File: config.mk
export PLATFORM = sky130hd
export DESIGN_NAME = dmem_arbiter
export DESIGN_NICKNAME = d
export VERILOG_FILES = /design/src/rtl/dmem_arb_pkg.sv /design/src/rtl/dmem_arbiter_rd_tag_pipe.sv /design/src/rtl/dmem_arbiter.sv
export SDC_FILE = /design/constraint.sdc
export NUM_CORES = 1
export LEC_CHECK = 0
export BUFFER_PORTS_ARGS = -buffer_cell sky130_fd_sc_hd__buf_2
export CORE_AREA = 2 2 193 195
export DETAILED_ROUTE_END_ITERATION = 7
export DIE_AREA = 0 0 195 197
export SLEW_MARGIN = 10
export SYNTH_ARGS = -nofsm -noshare
export SYNTH_HDL_FRONTEND = slang
export SYNTH_SLANG_ARGS = --single-unit
File: constraint.sdc
create_clock -name clk -period 4.8 [get_ports clk]
set_clock_uncertainty 0.1 [all_clocks]
set_input_delay 0.96 -clock clk [delete_from_list [all_inputs] [get_ports clk]]
set_output_delay 0.96 -clock clk [all_outputs]
set_load 0.05 [all_outputs]
File: src/rtl/dmem_arb_pkg.sv
// Shared types for the data-memory arbiter: FSM states, read-tag owner and tag entry.
package dmem_arb_pkg;

  typedef enum logic {PRIO_P = 1'b0, FORCE_L = 1'b1} arb_state_e;
  typedef enum logic {OWN_P = 1'b0, OWN_L = 1'b1} owner_e;

  typedef struct packed {
    logic   valid;
    owner_e owner;
  } rd_tag_t;

  localparam int WEA_LANE = 4;

endpackage

File: src/rtl/dmem_arbiter_rd_tag_pipe.sv
// Read-tag delay line: tracks which requester owns each in-flight BRAM read.
module rd_tag_pipe
  import dmem_arb_pkg::*;
#(
  parameter int DEPTH = 2
) (
  input  logic    clk,
  input  logic    rstn,
  input  rd_tag_t push_i,
  output logic    p_rvalid_o,
  output logic    l_rvalid_o
);

  rd_tag_t pipe_q [DEPTH];

  always_ff @(posedge clk) begin
    if (!rstn) begin
      for (int i = 0; i < DEPTH; i++) pipe_q[i] <= '{valid: 1'b0, owner: OWN_P};
    end else begin
      pipe_q[0] <= push_i;
      for (int i = 1; i < DEPTH; i++) pipe_q[i] <= pipe_q[i-1];
    end
  end

  // Tail entry lines up with the cycle mem_dout holds that read's data.
  assign p_rvalid_o = pipe_q[DEPTH-1].valid && (pipe_q[DEPTH-1].owner == OWN_P);
  assign l_rvalid_o = pipe_q[DEPTH-1].valid && (pipe_q[DEPTH-1].owner == OWN_L);

endmodule

File: src/rtl/dmem_arbiter.sv
// Two-requester arbiter for the 64-bit data BRAM (pipeline P, loader L) with loader
// starvation guard. Optional perf counters enabled by defining DMEM_ARB_PERF_EN.
module dmem_arbiter
  import dmem_arb_pkg::*;
#(
  parameter int READ_LAT   = 2,
  parameter int STARVE_MAX = 8,
  parameter int ADDR_W     = 32
) (
  input  logic              clk,
  input  logic              rstn,
  input  logic              p_valid_i,
  input  logic [ADDR_W-1:0] p_addr_i,
  input  logic [63:0]       p_wdata_i,
  input  logic [1:0]        p_wflag_i,
  output logic              p_ready_o,
  output logic              p_rvalid_o,
  output logic [63:0]       p_rdata_o,
  input  logic              l_valid_i,
  input  logic [ADDR_W-1:0] l_addr_i,
  input  logic [63:0]       l_wdata_i,
  input  logic [1:0]        l_wflag_i,
  output logic              l_ready_o,
  output logic              l_rvalid_o,
  output logic [63:0]       l_rdata_o,
  output logic              stall_o,
  output logic              mem_en_o,
  output logic [ADDR_W-1:0] mem_addr_o,
  output logic [63:0]       mem_din_o,
  output logic [7:0]        mem_wea_o,
`ifdef DMEM_ARB_PERF_EN
  output logic [31:0]       perf_p_grants_o,
  output logic [31:0]       perf_l_grants_o,
  output logic [31:0]       perf_conflicts_o,
`endif
  input  logic [63:0]       mem_dout_i
);

  localparam int CW = $clog2(STARVE_MAX + 1);
  localparam logic [CW-1:0] SMAX = CW'(STARVE_MAX);

  arb_state_e    state_q;
  logic [CW-1:0] wait_q, wait_d;
  logic          p_gnt, l_gnt;
  logic [1:0]    wflag;
  rd_tag_t       push;

  // Grants are held low in reset so nothing reaches the BRAM.
  always_comb begin
    p_gnt = 1'b0;
    l_gnt = 1'b0;
    if (rstn) begin
      if (state_q == FORCE_L) begin
        if (l_valid_i)      l_gnt = 1'b1;
        else if (p_valid_i) p_gnt = 1'b1;
      end else begin
        if (p_valid_i)      p_gnt = 1'b1;
        else if (l_valid_i) l_gnt = 1'b1;
      end
    end
  end

  always_comb begin
    wait_d = wait_q;
    if (!l_valid_i || l_gnt) wait_d = '0;
    else if (wait_q != SMAX) wait_d = wait_q + 1'b1;
  end

  always_ff @(posedge clk) begin
    if (!rstn) begin
      state_q <= PRIO_P;
      wait_q  <= '0;
    end else begin
      wait_q <= wait_d;
      case (state_q)
        PRIO_P:  if (wait_d == SMAX)          state_q <= FORCE_L;
        FORCE_L: if (l_gnt || !l_valid_i)     state_q <= PRIO_P;
        default:                              state_q <= PRIO_P;
      endcase
    end
  end

  assign p_ready_o  = p_gnt;
  assign l_ready_o  = l_gnt;
  assign stall_o    = p_valid_i & ~p_gnt;
  assign mem_en_o   = p_gnt | l_gnt;
  assign mem_addr_o = l_gnt ? l_addr_i  : p_addr_i;
  assign mem_din_o  = l_gnt ? l_wdata_i : p_wdata_i;
  assign wflag      = l_gnt ? l_wflag_i : p_wflag_i;
  assign mem_wea_o  = mem_en_o ? {{WEA_LANE{wflag[1]}}, {WEA_LANE{wflag[0]}}} : 8'h00;

  assign push.valid = mem_en_o && (wflag == 2'b00);
  assign push.owner = l_gnt ? OWN_L : OWN_P;

  rd_tag_pipe #(.DEPTH(READ_LAT)) u_tags (
    .clk        (clk),
    .rstn       (rstn),
    .push_i     (push),
    .p_rvalid_o (p_rvalid_o),
    .l_rvalid_o (l_rvalid_o)
  );

  assign p_rdata_o = mem_dout_i;
  assign l_rdata_o = mem_dout_i;

`ifdef DMEM_ARB_PERF_EN
  always_ff @(posedge clk) begin
    if (!rstn) begin
      perf_p_grants_o  <= '0;
      perf_l_grants_o  <= '0;
      perf_conflicts_o <= '0;
    end else begin
      if (p_gnt)                  perf_p_grants_o  <= perf_p_grants_o + 1'b1;
      if (l_gnt)                  perf_l_grants_o  <= perf_l_grants_o + 1'b1;
      if (p_valid_i && l_valid_i) perf_conflicts_o <= perf_conflicts_o + 1'b1;
    end
  end
`endif

endmodule

==> flow_metrics.tcl <==
set metrics [dict create \
    start_kind "input port" \
    grt_max_degree 100 \
    rsz0062_at_grt "no" \
    tightest_slew_ps 578 \
    hold_ws_ps 359 \
    ioPinCount 502 \
    postRouteAntennaNets 0 \
    die_w_um 195 \
    nets 724 \
    clock-sinks 9 \
    drc 0 \
    io_buffers 309 \
    die_h_um 197 \
    dieArea_um2 38400 \
    netlist_instances 288 \
    gp_routability_congestion 0.808 \
    cts.path.max_buffers 2 \
    grt_usage_pct 5.28 \
    fillerInstances 4221 \
    dr.first_iter.drc_count 32 \
    routedWlPerCell_um 12.5 \
    ir_drop_mv 0.131 \
    synth_top_area_share_pct 40.1 \
    hpwl_um 10200 \
    cts_made_buffers 3 \
    vias 2607 \
    synth.top_cells.by_count "142 x buf_4, 86 x mux2_2, 10 x mux2_4" \
    outcome "finished clean" \
    avgSynthCellArea_um2 9.24 \
    drive_above_1_share_pct 89.9 \
    first_global_vias 2482 \
    core_area_um2 36300 \
    cp.arrival_ps 2640 \
    cts_tree "built" \
    max_freq_mhz 270 \
    ff_latch_area_um2 180 \
    fin_tns_setup_ps 0 \
    htree_levels 1 \
    synth-edff-count 0 \
    ys_seq_area_share_pct 6.77 \
    ys_top_cells_by_area "buf_4 40%, mux2_2 36%, dfxtp_1 6.8%" \
    crit_required_ps 3740 \
    path_cells "buf_2 -> and2_1 -> and2_4 -> buf_12 -> mux2_2 -> buf_2" \
    finalCriticalPeriod_ps 3700 \
    initial_core_util_pct 7.34 \
    cp_max_fo 99 \
    post-synth-top-area-cell "buf_4" \
    dr.pass1.iters 4 \
    viasPerCell 2.82 \
    drv_cap 0 \
    ys_types 28 \
    area_growth_pct 42.2 \
    path_common_cell "buf_2" \
    multi_input_area_um2 1360 \
    synth_area_um2 2660 \
    antenna_found_initial 5 \
    powerDensity_nw_per_um2 184 \
    critical_path_class "input port to output pin" \
    yosysMostFrequentCell "buf_4" \
    cpMaxStageDelayCell "mux2_2" \
    clock-root-buffer "clkbuf_16" \
    clk_latency_ps 230 \
    cp_slowest_stage_delay_ps 450 \
    setup_violations 0 \
    cts_resized 0 \
    overflow 0 \
    totalWireLength_um 11600 \
    synth-main-ff-cell "dfxtp_1" \
    synth_seq_cells 9 \
    slew_violations 0 \
    hold_class "register to register" \
    post_cts_buffers 0 \
    fin_crit_sh_pct 77.1 \
    cts.reportedPaths.clkPinSlew_ps 40 \
    antenna_cells 0 \
    leakagePower_nw 1.83 \
    finalHoldViolations 0 \
    syn_nets 554 \
    rows 70 \
    end_kind "output pin" \
    ctsHoldBuffers 0 \
    slew_headroom_pct 61.5 \
    synth-async-reset-ratio_pct 0 \
    ys.warnings.count 0 \
    grt_pass1_wl_um 15000 \
]
==> layout by cell type (no fill, tap or decap), types with 2 or more instances in the layout <==
cell type,instances
buf_2,309
mux2_2,86
mux2_4,10
dfxtp_1,9
and2_1,5
inv_1,4
nor2b_1,3
nor2_1,3
clkbuf_16,3
nand2b_1,2
a22o_1,2
a21boi_0,2
nand3_1,2
ha_1,2
==> cells by family after synthesis <==
group	count (synthesis)	synth area share, %
AOI/OAI and AO/OA	9	2.73
xor gates and xnor gates	2	0.659
buffers and inverters	149	42.2
muxes	96	42.1
adders and majority gates	2	0.941
DFF	9	6.77
and+or+nand+nor	21	4.61
==> power by group <==
part / total, mW / switching [mW] / internal (mW)
sequential: 0.0774 / 0.000673 / 0.0768
combinational: 0.471 / 0.313 / 0.158
clock: 0.146 / 0.0350 / 0.111
total: 0.694 / 0.349 / 0.345
==> through the flow <==
stage                     setup slack, ps  util (%)  instance area, µm²  instances  power, mW
after floorplan                      1310         -                2660        288      0.698
after global placement               1150      10.2                3700        921      0.549
after detailed placement             1100      10.2                3700        921      0.552
after CTS                            1090      10.4                3780        925      0.702
after global routing                  994      10.4                3780        925      0.724
final                                1100      10.4                3780        925      0.694
==> layer usage <==
metal / global-route usage [%] / wire [µm]
met2: 8.99 / 5340
met4: 3.19 / 685
met5: 0 / 0
met1: 5.98 / 4320
met3: 1.30 / 1230
==> area by class of cell <==
class	instances	area share, %
clock buffers	4	2.08
well taps	468	15.5
multi-input cells	130	35.9
repair buffers	310	41.4
inverters	4	0.397
flip-flops and latches	9	4.76
==> flip-flops by register name, summed over array words and instances, names as in the netlist <==
register,cells
u_tags.pipe_q,4
wait_q,4
state_q,1
==> critical path, delay by kind of cell <==
family / cells / cell delay (ps)
buf+inv: 3 / 750
mux: 1 / 450
simple gates: 2 / 360
==> final timing paths <==
check / startpoint / to / slack (ps) / cells after the start
worst max-delay path: rstn / mem_addr_o[7] / 1100 / 6
worst min-delay path: u_tags.pipe_q[0][1]$_SDFF_PN0_ / u_tags.pipe_q[0][3]$_SDFF_PN0_ / 360 / 1
worst max register to register: wait_q[0]$_SDFF_PN0_ / state_q$_SDFF_PN0_ / 3480 / 5
worst min register to register: u_tags.pipe_q[0][1]$_SDFF_PN0_ / u_tags.pipe_q[0][3]$_SDFF_PN0_ / 360 / 1
Note: power is estimated with default switching activity, not from simulation.
